File: src/rtl/fft_stage_sequencer_pkg.sv
// Shared types and defaults for the runtime-sized radix-2 DIT FFT sequencer.
package fft_stage_sequencer_pkg;

  // Largest supported transform, log2 points.
  localparam int unsigned MAX_LOG2N_DEF = 10;

  typedef enum logic [2:0] {
    StIdle,
    StIssue,
    StDrain,
    StDone,
    StErr
  } state_e;

  // Bank address and twiddle ROM index for the default maximum size.
  typedef logic [MAX_LOG2N_DEF-1:0] addr_t;
  typedef logic [MAX_LOG2N_DEF-2:0] tw_t;

endpackage

File: src/rtl/fft_stage_sequencer_pipe_delay.sv
// Shift register matching the butterfly datapath latency: carries the write
// strobe, both leg addresses and the destination bank from read issue to write-back.
module fft_stage_sequencer_pipe_delay #(
  parameter int unsigned DEPTH = 4,
  parameter int unsigned AW    = 10
) (
  input  logic          i_clk,
  input  logic          i_rst_n,
  input  logic          i_flush,
  input  logic          i_valid,
  input  logic [AW-1:0] i_addr_a,
  input  logic [AW-1:0] i_addr_b,
  input  logic          i_bank,
  output logic          o_valid,
  output logic [AW-1:0] o_addr_a,
  output logic [AW-1:0] o_addr_b,
  output logic          o_bank
);

  localparam int unsigned W = 2 * AW + 2;

  logic [W-1:0] r_pipe [DEPTH];

  // Advance the delay line; flush drops every in-flight write.
  always_ff @(posedge i_clk or negedge i_rst_n) begin
    if (!i_rst_n) begin
      for (int i = 0; i < int'(DEPTH); i++) begin
        r_pipe[i] <= '0;
      end
    end else if (i_flush) begin
      for (int i = 0; i < int'(DEPTH); i++) begin
        r_pipe[i] <= '0;
      end
    end else begin
      r_pipe[0] <= {i_valid, i_addr_a, i_addr_b, i_bank};
      for (int i = 1; i < int'(DEPTH); i++) begin
        r_pipe[i] <= r_pipe[i-1];
      end
    end
  end

  assign {o_valid, o_addr_a, o_addr_b, o_bank} = r_pipe[DEPTH-1];

endmodule

File: src/rtl/fft_stage_sequencer.sv
// Control and address generator for a runtime-sized in-place radix-2 DIT FFT
// running over two ping-pong data banks. Data is expected bit-reversed in bank 0.
module fft_stage_sequencer
  import fft_stage_sequencer_pkg::*;
#(
  parameter int unsigned MAX_LOG2N = MAX_LOG2N_DEF,
  parameter int unsigned PIPE_LAT  = 4
) (
  input  logic                   i_clk,
  input  logic                   i_rst_n,
  input  logic                   i_start,
  input  logic [3:0]             i_log2n,
  input  logic                   i_inverse,
  input  logic                   i_abort,
  output logic                   o_busy,
  output logic                   o_done,
  output logic                   o_err,
  output logic                   o_rd_en,
  output logic [MAX_LOG2N-1:0]   o_rd_addr_a,
  output logic [MAX_LOG2N-1:0]   o_rd_addr_b,
  output logic                   o_rd_bank,
  output logic [MAX_LOG2N-2:0]   o_tw_addr,
  output logic                   o_tw_conj,
  output logic                   o_scale_half,
  output logic                   o_wr_en,
  output logic [MAX_LOG2N-1:0]   o_wr_addr_a,
  output logic [MAX_LOG2N-1:0]   o_wr_addr_b,
  output logic                   o_wr_bank,
  output logic                   o_result_bank
);

  localparam int unsigned JW = MAX_LOG2N - 1;
  localparam int unsigned DW = $clog2(PIPE_LAT + 1);

  state_e               r_state;
  logic [3:0]           r_log2n;
  logic                 r_inverse;
  logic [3:0]           r_s;
  logic [JW-1:0]        r_j;
  logic [DW-1:0]        r_drain;
  logic                 r_busy;
  logic                 r_done;
  logic                 r_err;
  logic                 r_result_bank;
  logic                 r_rd_en;
  logic [MAX_LOG2N-1:0] r_rd_addr_a;
  logic [MAX_LOG2N-1:0] r_rd_addr_b;
  logic                 r_rd_bank;
  logic [MAX_LOG2N-2:0] r_tw_addr;

  logic                 w_start_ok;
  logic [JW-1:0]        w_j_last;
  logic                 w_last_j;
  logic                 w_last_s;
  logic                 w_drain_end;
  logic [JW-1:0]        w_calc_j;
  logic [3:0]           w_calc_s;
  logic [MAX_LOG2N-1:0] w_jx;
  logic [MAX_LOG2N-1:0] w_half;
  logic [MAX_LOG2N-1:0] w_pos;
  logic [MAX_LOG2N-1:0] w_grp;
  logic [MAX_LOG2N-1:0] w_a;
  logic [MAX_LOG2N-1:0] w_b;
  logic [MAX_LOG2N-2:0] w_tw;

  // Range check of the requested size and end-of-loop conditions.
  always_comb begin
    w_start_ok  = (i_log2n != 4'd0) && ({28'd0, i_log2n} <= MAX_LOG2N);
    w_j_last    = JW'((32'd1 << (r_log2n - 4'd1)) - 32'd1);
    w_last_j    = (r_j == w_j_last);
    w_last_s    = (r_s == (r_log2n - 4'd1));
    w_drain_end = (r_drain == DW'(PIPE_LAT - 1));
  end

  // Butterfly index to be presented next cycle: j+1 within a stage, (0, s+1)
  // after a drain, (0, 0) on a fresh start.
  always_comb begin
    w_calc_j = '0;
    w_calc_s = '0;
    if (r_state == StIssue) begin
      w_calc_j = r_j + JW'(1);
      w_calc_s = r_s;
    end else if (r_state == StDrain) begin
      w_calc_s = r_s + 4'd1;
    end
  end

  // In-place DIT addressing; b never carries into higher bits since pos < half.
  always_comb begin
    w_jx   = MAX_LOG2N'(w_calc_j);
    w_half = MAX_LOG2N'(1) << w_calc_s;
    w_pos  = w_jx & (w_half - MAX_LOG2N'(1));
    w_grp  = w_jx >> w_calc_s;
    w_a    = (w_grp << (w_calc_s + 4'd1)) | w_pos;
    w_b    = w_a | w_half;
    // Twiddle index scaled to the full-size ROM.
    w_tw   = (MAX_LOG2N-1)'(w_pos) << (4'(MAX_LOG2N - 1) - w_calc_s);
  end

  // Sequencer FSM with registered outputs; abort overrides every state.
  always_ff @(posedge i_clk or negedge i_rst_n) begin
    if (!i_rst_n) begin
      r_state       <= StIdle;
      r_log2n       <= '0;
      r_inverse     <= 1'b0;
      r_s           <= '0;
      r_j           <= '0;
      r_drain       <= '0;
      r_busy        <= 1'b0;
      r_done        <= 1'b0;
      r_err         <= 1'b0;
      r_result_bank <= 1'b0;
      r_rd_en       <= 1'b0;
      r_rd_addr_a   <= '0;
      r_rd_addr_b   <= '0;
      r_rd_bank     <= 1'b0;
      r_tw_addr     <= '0;
    end else if (i_abort) begin
      r_state <= StIdle;
      r_busy  <= 1'b0;
      r_done  <= 1'b0;
      r_err   <= 1'b0;
      r_rd_en <= 1'b0;
    end else begin
      unique case (r_state)
        StIdle: begin
          if (i_start) begin
            r_log2n   <= i_log2n;
            r_inverse <= i_inverse;
            if (w_start_ok) begin
              r_state     <= StIssue;
              r_busy      <= 1'b1;
              r_j         <= '0;
              r_s         <= '0;
              r_rd_en     <= 1'b1;
              r_rd_addr_a <= w_a;
              r_rd_addr_b <= w_b;
              r_rd_bank   <= w_calc_s[0];
              r_tw_addr   <= w_tw;
            end else begin
              r_state <= StErr;
              r_done  <= 1'b1;
              r_err   <= 1'b1;
            end
          end
        end
        StIssue: begin
          if (w_last_j) begin
            r_state <= StDrain;
            r_rd_en <= 1'b0;
            r_drain <= '0;
          end else begin
            r_j         <= w_calc_j;
            r_rd_addr_a <= w_a;
            r_rd_addr_b <= w_b;
            r_tw_addr   <= w_tw;
          end
        end
        StDrain: begin
          if (!w_drain_end) begin
            r_drain <= r_drain + DW'(1);
          end else if (w_last_s) begin
            r_state       <= StDone;
            r_busy        <= 1'b0;
            r_done        <= 1'b1;
            r_result_bank <= r_log2n[0];
          end else begin
            // Last write of the stage lands this cycle; next stage may read it.
            r_state     <= StIssue;
            r_s         <= w_calc_s;
            r_j         <= '0;
            r_rd_en     <= 1'b1;
            r_rd_addr_a <= w_a;
            r_rd_addr_b <= w_b;
            r_rd_bank   <= w_calc_s[0];
            r_tw_addr   <= w_tw;
          end
        end
        StDone: begin
          r_state <= StIdle;
          r_done  <= 1'b0;
        end
        StErr: begin
          r_state <= StIdle;
          r_done  <= 1'b0;
          r_err   <= 1'b0;
        end
        default: r_state <= StIdle;
      endcase
    end
  end

  fft_stage_sequencer_pipe_delay #(
    .DEPTH (PIPE_LAT),
    .AW    (MAX_LOG2N)
  ) u_pipe_delay (
    .i_clk    (i_clk),
    .i_rst_n  (i_rst_n),
    .i_flush  (i_abort),
    .i_valid  (r_rd_en),
    .i_addr_a (r_rd_addr_a),
    .i_addr_b (r_rd_addr_b),
    .i_bank   (~r_rd_bank),
    .o_valid  (o_wr_en),
    .o_addr_a (o_wr_addr_a),
    .o_addr_b (o_wr_addr_b),
    .o_bank   (o_wr_bank)
  );

  assign o_busy        = r_busy;
  assign o_done        = r_done;
  assign o_err         = r_err;
  assign o_rd_en       = r_rd_en;
  assign o_rd_addr_a   = r_rd_addr_a;
  assign o_rd_addr_b   = r_rd_addr_b;
  assign o_rd_bank     = r_rd_bank;
  assign o_tw_addr     = r_tw_addr;
  assign o_tw_conj     = r_inverse;
  assign o_scale_half  = r_inverse;
  assign o_result_bank = r_result_bank;

endmodule

File: config.mk
export PLATFORM = sky130hd
export DESIGN_NAME = fft_stage_sequencer
export DESIGN_NICKNAME = d
export VERILOG_FILES = /design/src/rtl/fft_stage_sequencer_pkg.sv /design/src/rtl/fft_stage_sequencer_pipe_delay.sv /design/src/rtl/fft_stage_sequencer.sv
export SDC_FILE = /design/constraint.sdc
export NUM_CORES = 1
export LEC_CHECK = 0
export ABC_AREA = 0
export BUFFER_PORTS_ARGS = -buffer_cell sky130_fd_sc_hd__clkbuf_2
export CORE_ASPECT_RATIO = 1.75
export CORE_UTILIZATION = 55
export CTS_CLUSTER_SIZE = 40
export DETAILED_ROUTE_END_ITERATION = 6
export HOLD_SLACK_MARGIN = 0.06
export PLACE_DENSITY = 0.74
export SLEW_MARGIN = 15
export SYNTH_ARGS = -nofsm -noshare
export SYNTH_HDL_FRONTEND = slang
export SYNTH_SLANG_ARGS = --single-unit
File: constraint.sdc
create_clock -name i_clk -period 8.2 [get_ports i_clk]
set_clock_uncertainty 0.2 [all_clocks]
set_input_delay 0 -clock i_clk [delete_from_list [all_inputs] [get_ports i_clk]]
set_output_delay 0 -clock i_clk [all_outputs]
set_load 0.05 [all_outputs]
==> metrics.csv, run 1 <==
metric,value,unit
status,completed,
Crit Path Class,reg -> reg,
"Gates resized, CTS repair",0,
fmax,0.203,GHz
Die X-Extent,92.7,um
Yosys reg bits,147,
Setup TNS,0,ps
Post-DP Area,8120,um2
grt ovf,0,
DR WL/cell,22.6,um
Worst setup EP type,register,
pin count of the biggest net entering global routing,100,
Tmin final,4920,ps
share of layout cells above drive strength 1,0.158,
antenna diode count,0,
Cell Pwr Density,254,nW/um2
Finish-stage setup viols,0,
Initial Util,0.566,
r2r worst-path depth,12,
clock latency on the worst-skew pair,410,ps
Die Area,14900,um2
Slew @ Worst Pin,988,ps
RSZ-0062 raised after global routing,false,
CP max stage delay,910,ps
die height,161,um
"FFs w/ async S/R, synth",1.00,
Netlist Area Pre-Place,7920,um2
Hold/Removal Path Class,in -> reg,
antenna violations before repair,0,
peak supply drop,0.177,mV
first-pass GRT wire length,36300,um
main flop type after synthesis,dfrtp_1,
Clock Path Buffers,2,
most frequent CP cell,a31oi_1,
most frequent cells in the layout,"147 x dfrtp_1, 89 x nor2b_1, 65 x clkbuf_2",
drt first pass iters,5,
post-synthesis cell count,817,
synth unique cells,86,
headroom to the max-slew limit,0.341,
CTS tree,done,
leakage dissipation,3.91,nW
GRT Util Overall,0.328,
crit path from,r_state[1]$_DFFE_PN0P_,
syn nets,839,
R2R Setup Slk,3280,ps
Worst Path Buf+Inv,1,
final hold viol count,0,
PortBufs,67,
Max Cap Viol,0,
"critical path fanouts, max",25,
final core occ,0.634,
fin. max-slew vios,0,
DRC,0,
reg2reg start,r_state[1]$_DFFE_PN0P_,
Area Growth Syn to Fin,12.0,%
initial DRC count,444,
crit path to,o_tw_addr[6]$_DFFE_PN0P_,
crit path DAT,4970,ps
Tot Pwr,2.25,mW
required time worst endpoint,8250,ps
cell chain of the critical path,nor3b_1 -> a22o_1 -> nand2_1 -> inv_1 -> ha_1 -> a31oi_1 -> o21ai_1 -> nor3_1 -> o21ai_0 -> a21oi_1 -> a221oi_1 -> a31oi_1,
Reg-to-Reg End,o_tw_addr[6]$_DFFE_PN0P_,
Routed Wire Length,23400,um
cts bufs inserted,17,
nets@finish,868,
H-tree depth,4,
Core ar.,14000,um2
slowest stage cell on the critical path,a22o_1,
fin crit share,0.600,
vias in the first global route,6710,
DP HPWL,15900,um
vias per cell,6.31,
Clock Root Buffer,clkbuf_16,
gpl congestion,0.994,
Avg Inst Size Synth,9.69,um2
Ports,68,
"commonest non-fill, non-tap cell in the layout",dfrtp_1,
Levels on crit path,12,
count of flip-flops with a built-in enable after synthesis,0,
clk slew on worst S/H paths,70,ps
final non-filler cell total,1036,
DRT antenna net count,0,
crit-path leading delay family,compound AO/OA/AOI/OAI gates,
design area,8860,um2
sequential fraction of the synthesis area,0.465,
site row count,57,
YS warnings,0,
placed cell count,990,
Vias,6542,
clock sink count,147,
CP Launch Type,register,
## registers in the layout, summed over array words and instances (netlist names), 3 cells and up
name	count
u_pipe_delay.r_pipe	66
o_rd_addr_a	10
o_rd_addr_b	10
u_pipe_delay.o_addr_a	10
u_pipe_delay.o_addr_b	10
o_tw_addr	9
r_j	9
r_log2n	4
r_s	4
r_drain	3
r_state	3
## metrics by stage
step	setup WS [ps]	hold WS, ps
final	3280	95.7
after global routing	3020	183
after CTS	3490	117
after detailed placement	3510	-107
after global placement	3590	-119
after floorplan	4390	-496
## cell families after synthesis
logic type      Yosys count  share of synthesized area
simple gates            318                      0.217
compound gates          198                      0.182
flops                   147                      0.465
buf+inv                 101                     0.0648
xor+xnor                 22                     0.0262
mux                      18                     0.0247
fa+ha+maj                13                     0.0206
## routing by layer
metal	vias to the layer above	GRT usage	routed length (um)
li1	2955	-	-
met1	3198	0.340	8200
met2	295	0.575	12300
met3	94	0.0563	1110
met4	0	0.253	1870
met5	-	0	0
## cells in the mapped netlist, types with 4 or more instances
cell type    n  area (um2)
buf_4       24         180
nor2b_1     89         557
xor2_1       6        52.6
o2bb2ai_1    4        35.0
nor4bb_1     5        50.1
and3_1       9        56.3
buf_2       17        85.1
a31oi_1     17         106
o32a_1       4        40.0
clkbuf_1    33         124
o21ai_0     31         155
nor3_1      21         105
a221oi_1     4        35.0
nor3b_1      4        30.0
a211oi_1     6        45.0
nor4_1       7        43.8
nand4_1      5        31.3
a41oi_1      6        52.6
mux2i_1      6        60.1
a311o_1      4        40.0
or3_1       10        62.6
inv_1       20        75.1
ha_1        13         163
mux2_2      11         124
o31ai_1      6        45.0
o32ai_1      4        35.0
o22a_1       4        35.0
nand2_1     57         214
o211ai_1     4        30.0
o21a_1      10        75.1
o221ai_1     5        43.8
o21ai_1      5        25.0
a21oi_1     41         205
dfrtp_1    147        3680
nor2_1      61         229
a21o_1       4        30.0
nand3_1     21         105
xnor2_1     15         131
nand2b_1     5        31.3
o22ai_1      4        25.0
## where the power goes
group | internal (mW) | switching, mW | leakage, nW | total (mW)
logic | 0.195 | 0.398 | 1.68 | 0.593
clock network | 0.433 | 0.348 | 0.288 | 0.781
registers | 0.806 | 0.0746 | 1.94 | 0.881
## timing repair
action                                  CTS  global route
hold endpoints to repair                 91             0
endpoints found under the setup margin    0             0
hold buffers                             14             0
buffers inserted                          0             0
## tightest hold or removal path, stage by stage
cell and delay, ps:
buf_2 100, buf_4 370, nor2_1 190
## how the worst min path moves through the flow
| stage | startpoint | endpoint | slack, ps | cells past startpoint |
|---|---|---|---|---|
| 2_1_floorplan | i_rst_n | o_busy$_DFFE_PN0P_ | -500 | 0 |
| 3_3_place_gp | i_rst_n | r_log2n[2]$_DFFE_PN0P_ | -120 | 1 |
| 3_5_place_dp | i_rst_n | r_log2n[3]$_DFFE_PN0P_ | -110 | 1 |
| 4_1_cts | i_abort | u_pipe_delay.r_pipe[66]$_DFF_PN0_ | 120 | 3 |
| 5_1_grt | i_abort | u_pipe_delay.r_pipe[66]$_DFF_PN0_ | 180 | 3 |
| 6_report | i_abort | u_pipe_delay.r_pipe[66]$_DFF_PN0_ | 100 | 3 |
## area by class of cell
cell class              instances  area [um2]
inverters                      21        78.8
fillers                      1103        5110
repair buffers                 90         567
flip-flops and latches        147        3680
clock buffers                  17         425
multi-input cells             569        3730
well taps                     177         221
clock inverters                15         163
Power figures use the tool's default switching activity.
==> inputs of run 2 (changes only) <==
Clock period 8.2 ns to 4.7 ns, I/O delays scaled along.
==> run 2 against run 1 <==
Wire length down 0.82%; final cell count grew 2.4%; sequential share of layout area shrank 0.81 points; worst setup slack lost 2900 ps; critical path type unchanged.
==> metrics.csv, run 2 (synthesis gave the netlist of run 1 again) <==
metric,value,unit
Finish-stage setup viols,0,
required time worst endpoint,4800,ps
most flop-heavy register,u_pipe_delay.r_pipe,
gpl congestion,0.993,
crit path DAT,4450,ps
nets@finish,893,
Routed Wire Length,23200,um
share of layout cells above drive strength 1,0.182,
crit path from,r_log2n[0]$_DFFE_PN0P_,
DP HPWL,16600,um
DRT antenna net count,0,
"critical path fanouts, max",27,
RSZ-0062 raised after global routing,false,
Core ar.,14000,um2
Hold/Removal Path Class,in -> async,
fin crit share,0.924,
clock latency on the worst-skew pair,420,ps
H-tree depth,4,
Area Growth Syn to Fin,14.2,%
busiest metal layer after global routing,met2,
status,completed,
Tmin final,4340,ps
Setup TNS,0,ps
fmax,0.230,GHz
R2R Setup Slk,360,ps
Tot Pwr,3.95,mW
Post-CTS Setup Repair Bufs,0,
cts bufs inserted,17,
Vias,6617,
leakage dissipation,4.03,nW
Cell Pwr Density,437,nW/um2
Clock Path Buffers,2,
initial DRC count,486,
pin count of the biggest net entering global routing,102,
CP Launch Type,register,
Max Cap Viol,0,
crit path to,o_rd_addr_a[5]$_DFFE_PN0P_,
Reg-to-Reg End,o_rd_addr_a[5]$_DFFE_PN0P_,
die height,161,um
first-pass GRT wire length,37000,um
PortBufs,67,
met3 GRT Util,0.0488,
DRC,0,
met1 GRT Util,0.366,
Die Area,14900,um2
Slew @ Worst Pin,929,ps
grt ovf,0,
fill count,1111,
Clock Root Buffer,clkbuf_16,
clock sink count,147,
antenna violations before repair,0,
CTS tree,done,
post-place setup slack,398,ps
final core occ,0.647,
fin worst setup slack,356,ps
final hold slack,36.6,ps
DR WL/cell,21.9,um
antenna diode count,0,
Initial Util,0.566,
final hold viol count,0,
max FFs per register,66,
vias per cell,6.24,
"commonest non-fill, non-tap cell in the layout",dfrtp_1,
M2 GR Usage,0.577,
most frequent cells in the layout,"147 x dfrtp_1, 89 x nor2b_1, 65 x clkbuf_2",
reg2reg start,r_log2n[0]$_DFFE_PN0P_,
Crit Path Class,reg -> reg,
Die X-Extent,92.7,um
Ports,68,
site row count,57,
r2r worst-path depth,14,
fin. max-slew vios,0,
peak supply drop,0.337,mV
GRT Util Overall,0.331,
Worst setup EP type,register,
drt first pass iters,7,
vias in the first global route,6809,
clk slew on worst S/H paths,70,ps
headroom to the max-slew limit,0.381,
[run 2: changes by cell type in the layout (fill, tap and decap cells not counted), sizes merged]
cell / delta
buf: +25
clkbuf: +1
clkinv: +2
inv: -3
[run 2: worst min path at each step]
stage,from,to,slack [ps],cells past startpoint
4_1_cts,i_rst_n,r_j[7]$_DFFE_PN0P_,80,2
3_5_place_dp,i_rst_n,r_log2n[1]$_DFFE_PN0P_,-40,1
3_3_place_gp,i_rst_n,r_log2n[3]$_DFFE_PN0P_,-50,1
2_1_floorplan,i_rst_n,o_busy$_DFFE_PN0P_,-500,0
5_1_grt,i_rst_n,r_j[7]$_DFFE_PN0P_,140,2
6_report,i_rst_n,r_j[7]$_DFFE_PN0P_,40,2
[run 2: final cells by class]
type	count	area, um2	share of cell area
Multi-Input combinational cell	569	3730	0.412
Sequential cell	147	3680	0.407
Timing Repair Buffer	115	734	0.0812
Clock buffer	18	439	0.0486
Tap cell	177	221	0.0245
Clock inverter	14	163	0.0180
Inverter	21	78.8	0.00872
[run 2: metal layers]
| metal | up-vias | part of all wire |
|---|---|---|
| li1 | 2993 | - |
| met1 | 3182 | 0.36 |
| met2 | 345 | 0.52 |
| met3 | 97 | 0.049 |
| met4 | 0 | 0.075 |
| met5 | - | 0 |
[run 2: report_power, final]
part | leakage [nW] | internal, mW | switching (mW)
combinational | 1.80 | 0.351 | 0.696
sequential | 1.94 | 1.41 | 0.127
clock | 0.291 | 0.769 | 0.598
[run 2: per-stage QoR]
stage               cell area, um2  cells
finish                        9040   1061
CTS                           9040   1061
global placement              8310   1016
floorplan                     7920    817
global route                  9040   1061
detailed placement            8310   1016
[run 2: worst max-delay path: stages (launching register included)]
cell	delay, ps
dfrtp_1	560
inv_1	150
ha_1	380
nand3b_1	210
o41ai_4	140
nand2_1	110
ha_1	180
inv_1	60
or4b_1	510
a21oi_1	200
or3b_1	180
a2111oi_4	100
a2111oi_4	540
buf_4	360
mux2_2	360
[run 2: timing repair]
| item | 4_1_cts | 5_1_grt |
|---|---|---|
| gates resized for setup | 0 | 0 |
| hold buffers | 13 | 0 |
| endpoints found under the hold margin | 141 | 0 |
